**src/rtl/pc_pkg.sv**
```systemverilog
// Shared definitions for the program-counter sequencer: opcode encodings
// driven by the control unit and the two-state run/halt encoding.
package pc_pkg;

   // Opcodes presented on flagPC each cycle
   localparam logic [2:0] PC_HOLD   = 3'd0;
   localparam logic [2:0] PC_INC    = 3'd1;
   localparam logic [2:0] PC_JUMP   = 3'd2;
   localparam logic [2:0] PC_BRANCH = 3'd3;
   localparam logic [2:0] PC_CALL   = 3'd4;
   localparam logic [2:0] PC_RET    = 3'd5;
   localparam logic [2:0] PC_HALT   = 3'd6;
   localparam logic [2:0] PC_RSVD   = 3'd7;

   // Sequencer state: fetching, or parked until an interrupt arrives
   typedef enum logic {
      ST_RUN  = 1'b0,
      ST_HALT = 1'b1
   } pc_state_e;

endpackage

```
**src/rtl/return_stack.sv**
```systemverilog
// Return-address LIFO used by call, return and interrupt entry.
// The pointer counts occupied entries (0..STACK_DEPTH), so it carries one
// bit more than the entry index and full/empty decode straight from it.
// Push into a full stack and pop from an empty stack are ignored here;
// the parent decides whether such a request is an error.
module return_stack
   import pc_pkg::*;
#(
   parameter int unsigned ADDR_W      = 20,
   parameter int unsigned STACK_DEPTH = 8
) (
   input  logic              clock,
   input  logic              reset,
   input  logic              push_i,
   input  logic              pop_i,
   input  logic [ADDR_W-1:0] push_data_i,
   output logic [ADDR_W-1:0] top_data_o,
   output logic              full_o,
   output logic              empty_o
);

   localparam int unsigned    PTR_W   = $clog2(STACK_DEPTH) + 1;
   localparam int unsigned    IDX_W   = $clog2(STACK_DEPTH);
   localparam logic [PTR_W-1:0] PTR_MAX = PTR_W'(STACK_DEPTH);
   localparam logic [PTR_W-1:0] PTR_ONE = PTR_W'(1);
   localparam logic [IDX_W-1:0] IDX_ONE = IDX_W'(1);

   logic [ADDR_W-1:0] mem_q [STACK_DEPTH];
   logic [PTR_W-1:0]  ptr_q;
   logic [PTR_W-1:0]  ptr_d;
   logic [IDX_W-1:0]  wr_idx_s;
   logic [IDX_W-1:0]  top_idx_s;
   logic              push_ok_s;
   logic              pop_ok_s;

   assign full_o     = (ptr_q == PTR_MAX);
   assign empty_o    = (ptr_q == {PTR_W{1'b0}});
   assign push_ok_s  = push_i & ~full_o;
   assign pop_ok_s   = pop_i & ~empty_o;
   assign wr_idx_s   = ptr_q[IDX_W-1:0];
   assign top_idx_s  = wr_idx_s - IDX_ONE;
   assign top_data_o = mem_q[top_idx_s];

   // Next occupancy: push has precedence, the parent never requests both
   always_comb begin
      ptr_d = ptr_q;
      if (push_ok_s) begin
         ptr_d = ptr_q + PTR_ONE;
      end else if (pop_ok_s) begin
         ptr_d = ptr_q - PTR_ONE;
      end else begin
         ptr_d = ptr_q;
      end
   end

   // Occupancy pointer; reset empties the stack
   always_ff @(posedge clock or negedge reset) begin
      if (!reset) begin
         ptr_q <= {PTR_W{1'b0}};
      end else begin
         ptr_q <= ptr_d;
      end
   end

   // Entry storage; contents are don't-care after reset so no reset here
   always_ff @(posedge clock) begin
      if (push_ok_s && reset) begin
         mem_q[wr_idx_s] <= push_data_i;
      end
   end

endmodule

```
**src/rtl/pc_sequencer.sv**
```systemverilog
// Program-counter sequencer. Holds the PC, the run/halt state, the sticky
// stack error flag and the interrupt-entry pulse. Each cycle one action is
// chosen with priority stall > interrupt > opcode; all arithmetic on the PC
// wraps silently modulo 2^ADDR_W.
module pc_sequencer
   import pc_pkg::*;
#(
   parameter int unsigned ADDR_W      = 20,
   parameter int unsigned STACK_DEPTH = 8,
   parameter int unsigned RESET_ADDR  = 0,
   parameter int unsigned IRQ_VECTOR  = 16
) (
   input  logic              clock,
   input  logic              reset,
   input  logic [2:0]        flagPC,
   input  logic [ADDR_W-1:0] newAddress,
   input  logic [ADDR_W-1:0] offset,
   input  logic              stall,
   input  logic              irq,
   output logic              irqTaken,
   output logic [ADDR_W-1:0] address,
   output logic              halted,
   output logic              stackFull,
   output logic              stackEmpty,
   output logic              stackError
);

   localparam logic [ADDR_W-1:0] ADDR_ONE = ADDR_W'(1);
   localparam logic [ADDR_W-1:0] RST_ADDR = ADDR_W'(RESET_ADDR);
   localparam logic [ADDR_W-1:0] VEC_ADDR = ADDR_W'(IRQ_VECTOR);

   pc_state_e         state_q;
   pc_state_e         state_d;
   logic [ADDR_W-1:0] addr_q;
   logic [ADDR_W-1:0] addr_d;
   logic              err_q;
   logic              err_d;
   logic              irq_taken_q;
   logic              irq_taken_d;

   logic              push_s;
   logic              pop_s;
   logic [ADDR_W-1:0] push_data_s;
   logic [ADDR_W-1:0] top_data_s;
   logic              full_s;
   logic              empty_s;
   logic [ADDR_W-1:0] addr_inc_s;
   logic [ADDR_W-1:0] addr_branch_s;

   assign addr_inc_s    = addr_q + ADDR_ONE;
   assign addr_branch_s = addr_q + offset;

   return_stack #(
      .ADDR_W      (ADDR_W),
      .STACK_DEPTH (STACK_DEPTH)
   ) u_return_stack (
      .clock       (clock),
      .reset       (reset),
      .push_i      (push_s),
      .pop_i       (pop_s),
      .push_data_i (push_data_s),
      .top_data_o  (top_data_s),
      .full_o      (full_s),
      .empty_o     (empty_s)
   );

   // Next PC, state, error flag and stack requests for this cycle
   always_comb begin
      state_d     = state_q;
      addr_d      = addr_q;
      err_d       = err_q;
      irq_taken_d = 1'b0;
      push_s      = 1'b0;
      pop_s       = 1'b0;
      push_data_s = addr_inc_s;

      if (stall) begin
         // everything freezes, including a pending interrupt
         state_d = state_q;
      end else if (irq && !full_s) begin
         // in RUN the fetched instruction is discarded and re-executed on
         // return; in HALT the halt itself is skipped on return
         push_s      = 1'b1;
         push_data_s = (state_q == ST_HALT) ? addr_inc_s : addr_q;
         addr_d      = VEC_ADDR;
         state_d     = ST_RUN;
         irq_taken_d = 1'b1;
      end else if (state_q == ST_HALT) begin
         // opcodes are ignored while parked
         state_d = ST_HALT;
      end else begin
         case (flagPC)
            PC_HOLD: begin
               addr_d = addr_q;
            end
            PC_INC: begin
               addr_d = addr_inc_s;
            end
            PC_JUMP: begin
               addr_d = newAddress;
            end
            PC_BRANCH: begin
               addr_d = addr_branch_s;
            end
            PC_CALL: begin
               if (full_s) begin
                  err_d = 1'b1;
               end else begin
                  push_s      = 1'b1;
                  push_data_s = addr_inc_s;
                  addr_d      = newAddress;
               end
            end
            PC_RET: begin
               if (empty_s) begin
                  err_d = 1'b1;
               end else begin
                  pop_s  = 1'b1;
                  addr_d = top_data_s;
               end
            end
            PC_HALT: begin
               state_d = ST_HALT;
            end
            PC_RSVD: begin
               addr_d = addr_q;
            end
            default: begin
               addr_d = addr_q;
            end
         endcase
      end
   end

   // Sequencer registers with asynchronous clear
   always_ff @(posedge clock or negedge reset) begin
      if (!reset) begin
         state_q     <= ST_RUN;
         addr_q      <= RST_ADDR;
         err_q       <= 1'b0;
         irq_taken_q <= 1'b0;
      end else begin
         state_q     <= state_d;
         addr_q      <= addr_d;
         err_q       <= err_d;
         irq_taken_q <= irq_taken_d;
      end
   end

   assign address    = addr_q;
   assign halted     = (state_q == ST_HALT);
   assign stackFull  = full_s;
   assign stackEmpty = empty_s;
   assign stackError = err_q;
   assign irqTaken   = irq_taken_q;

endmodule

```
**config.mk**
```make
export PLATFORM = sky130hd
export DESIGN_NAME = pc_sequencer
export DESIGN_NICKNAME = d
export VERILOG_FILES = /design/src/rtl/pc_pkg.sv /design/src/rtl/return_stack.sv /design/src/rtl/pc_sequencer.sv
export SDC_FILE = /design/constraint.sdc
export NUM_CORES = 1
export LEC_CHECK = 0
export CORE_UTILIZATION = 51
export DETAILED_ROUTE_END_ITERATION = 8
export GPL_TIMING_DRIVEN = 0
export PLACE_DENSITY = 0.79
export SYNTH_ARGS = -nofsm -noshare
export SYNTH_HDL_FRONTEND = slang
export SYNTH_SLANG_ARGS = --single-unit
export TNS_END_PERCENT = 100
```
**constraint.sdc**
```tcl
create_clock -name clock -period 7.5 [get_ports clock]
set_input_delay 1.5 -clock clock [delete_from_list [all_inputs] [get_ports clock]]
set_output_delay 1.5 -clock clock [all_outputs]
set_load 0.02 [all_outputs]
```
==> results by group <==
CTS
  – Cts bufs inserted: 17
  – Worst skew pair latency: 0.44 ns
  – Htree depth: 4
  – Root Buffer: clkbuf_16
  – Hold buffer count at CTS: 0
  – CTS tree: done
  – CTS Buffer Depth: 2
  – Number of setup buffers added after CTS: 0
  – Clock sinks: 187
  – Clock slew at reported path FFs: 0.07 ns
  – CTS resizes: 0

Worst setup path
  – R2R setup slack: 3.42 ns
  – Critical path arrival: 3.02 ns
  – CP max stage delay: 0.54 ns
  – CP required: 6.00 ns
  – Setup crit end kind: primary output
  – Worst path buffer plus inverter count: 6
  – Kind of critical path: register to primary output
  – CP Launch Type: register
  – Largest delay contributor family on the critical path: buffers and inverters
  – CP Max Fanout: 10
  – Crit-path slowest cell: clkdlybuf4s50_1
  – Crit-path cells: buf_4, buf_2, buf_4, inv_1, ha_1, nand3b_1, inv_1, clkdlybuf4s50_1

Place
  – RePlAce Congestion: 0.939
  – Post-DP HPWL: 18.4 mm
  – Placed Instances: 1045
  – # port buffers: 69
  – Pre-CTS WS: 2.76 ns

Power and ir drop
  – VDD IR max: 0.220 mV
  – Final total power: 4.00 mW
  – P_leak: 4.03 nW
  – PD cells: 350 mW/mm^2

Floorplanning
  – Core ar.: 0.0181 mm^2
  – FP Rows: 49
  – IO Pins: 72
  – Die height: 139 um
  – Initial core utilization: 0.527
  – Die width: 139 um
  – Die area: 0.0193 mm^2

Global route
  – Overflow after GRT: 0
  – Antenna violations before repair: 0
  – GR Util All Layers: 0.274
  – Vias in the first global route: 6825
  – Global-route wire length before repair: 39.3 mm
  – Largest net degree at the start of global routing: 19

Synth
  – Yosys top cell by area: edfxtp_1
  – Top FF cell, synth: edfxtp_1
  – Post-synth EDFFs: 160
  – Yosys warning count: 0
  – Mapped Area: 0.00957 mm^2
  – Netlist cell types: 66
  – Top cell types by occurrence after synthesis: edfxtp_1, nand2_1, nor2_1, a21oi_1, mux4_2
  – Asr flop ratio synth: 0.144
  – Post-synthesis sequential area ratio: 0.573
  – Syn Nets: 808
  – Syn avg cell area: 13.0 um^2
  – Count leader, synth: edfxtp_1
  – Area contributors post-synth: edfxtp_1, mux4_2, dfrtp_1
  – Number of synthesized register bits: 187
  – Cells after Synth: 736
  – Area share of the largest cell type after synthesis: 0.502

Drt
  – Routed wire length: 25.7 mm
  – Routed Antenna Nets: 0
  – Drt wl/cell: 23.8 um
  – Vias per inst: 6.44
  – DRC viols: 11
  – Drt pass-1 iters: 7
  – Starting DRC count in detailed routing: 949
  – Vias: 6942

Layout
  – Area growth syn-to-layout: 19.1%
  – Fin nets: 908
  – Final Util: 0.628
  – Ant diodes: 0
  – FILL cells: 1338
  – Layout cells sized above 1: 0.145
  – Layout Cells excl Fill: 1078

Run status
  – Failing checks: DRC
  – Status: finished, violations left

STA
  – Min setup slack post-route: 2.98 ns
  – Worst Skew: 0.0149 ns
  – Setup violations, final: 0
  – Hold Violations, Final: 0
  – Setup TNS: 0 ns
  – Slew @ Worst Pin: 0.914 ns
  – Fmax: 0.221 GHz
  – Rel. slew slack: 0.388
  – Final Cycle Share: 0.602
  – Final Max Tran Viols: 0
  – Min Clock Period, post-route: 4.52 ns
  – RSZ-0062 raised after global routing: false

Worst hold path
  – Min-Delay Path Class: register to register

Job
  – Max-Cap Viols: 0
stage by stage:
stage	hold slack [ns]	cell area, um^2
5_1_grt	0.481	11400
4_1_cts	0.472	11400
6_report	0.469	11400
2_1_floorplan	0.500	9570
3_3_place_gp	0.450	10500
3_5_place_dp	0.452	10800
worst register-to-register path, delay by kind of cell, from the launching register on:
family	cells	cell delay, ns
flops	1	0.43
compound gates	1	0.32
simple gates	4	1.14
buf+inv	7	1.60
fa+ha+maj	1	0.31
power breakdown:
| part | switching (mW) | internal [mW] | leakage, nW | total (mW) |
|---|---|---|---|---|
| logic | 0.963 | 0.702 | 1.92 | 1.67 |
| registers | 0.110 | 1.30 | 1.81 | 1.41 |
| clock network | 0.415 | 0.503 | 0.294 | 0.918 |
cells by family after synthesis:
family,Yosys count,synth area share
simple gates,216,0.108
flops,187,0.573
compound gates,163,0.118
buf+inv,55,0.0247
mux,49,0.104
xor+xnor,41,0.0375
fa+ha+maj,25,0.0343
registers in the layout, summed over array words and instances (netlist names):
name and flops:
u_return_stack.mem_q 160, address 20, u_return_stack.ptr_q 4, halted 1, irqTaken 1, stackError 1
path summary, 6_finish.rpt:
| kind | cells past startpoint | from | to |
|---|---|---|---|
| hold reg to reg | 1 | stackError | stackError |
| max in group asynchronous | 2 | reset | address[11] |
| hold / removal | 1 | stackError | stackError |
| setup / recovery | 8 | u_return_stack.ptr_q[0] | stackFull |
| min in group asynchronous | 1 | reset | halted |
| setup reg to reg | 13 | u_return_stack.ptr_q[0] | u_return_stack.mem_q[7][6] |
area by class of cell:
| class | instances | area [um^2] | area share |
|---|---|---|---|
| Buffer | 38 | 173 | 0.0151 |
| Clock buffer | 17 | 425 | 0.0373 |
| Clock inverter | 15 | 181 | 0.0159 |
| Inverter | 17 | 63.8 | 0.00560 |
| Multi-Input combinational cell | 494 | 3880 | 0.340 |
| Sequential cell | 187 | 5480 | 0.481 |
| Tap cell | 229 | 287 | 0.0251 |
| Timing Repair Buffer | 81 | 911 | 0.0799 |
per-layer routing:
layer / GRT usage / routed length [um] / up-vias
met4: 0.146 / 999 / 0
met1: 0.353 / 10000 / 3361
met3: 0.0383 / 2040 / 71
met2: 0.455 / 12600 / 411
li1: - / - / 3099
met5: 0 / 0 / -
layout by cell type (no fill, tap or decap), types with 5 or more instances in the layout:
cell | synthesis | layout
a211oi_1 | 8 | 8
a21o_1 | 15 | 15
a21oi_1 | 42 | 42
a221o_1 | 5 | 5
a22oi_1 | 6 | 6
a31oi_1 | 9 | 9
buf_16 | 0 | 5
buf_2 | 12 | 12
clkbuf_1 | 18 | 18
clkbuf_16 | 0 | 17
clkdlybuf4s50_1 | 0 | 69
dfrtp_1 | 27 | 27
edfxtp_1 | 160 | 160
ha_1 | 23 | 23
inv_1 | 16 | 16
mux2_2 | 6 | 6
mux4_2 | 40 | 40
nand2_1 | 63 | 63
nand2b_1 | 12 | 12
nand3_1 | 29 | 29
nand3b_1 | 5 | 5
nand4_1 | 13 | 13
nor2_1 | 49 | 43
nor2_2 | 0 | 6
nor3_1 | 15 | 13
nor4_1 | 6 | 6
o2111ai_1 | 5 | 5
o211ai_1 | 8 | 8
o21ai_0 | 25 | 25
or3_1 | 5 | 5
xnor2_1 | 27 | 27
xor2_1 | 14 | 14
(Power assumes the default switching activity.)
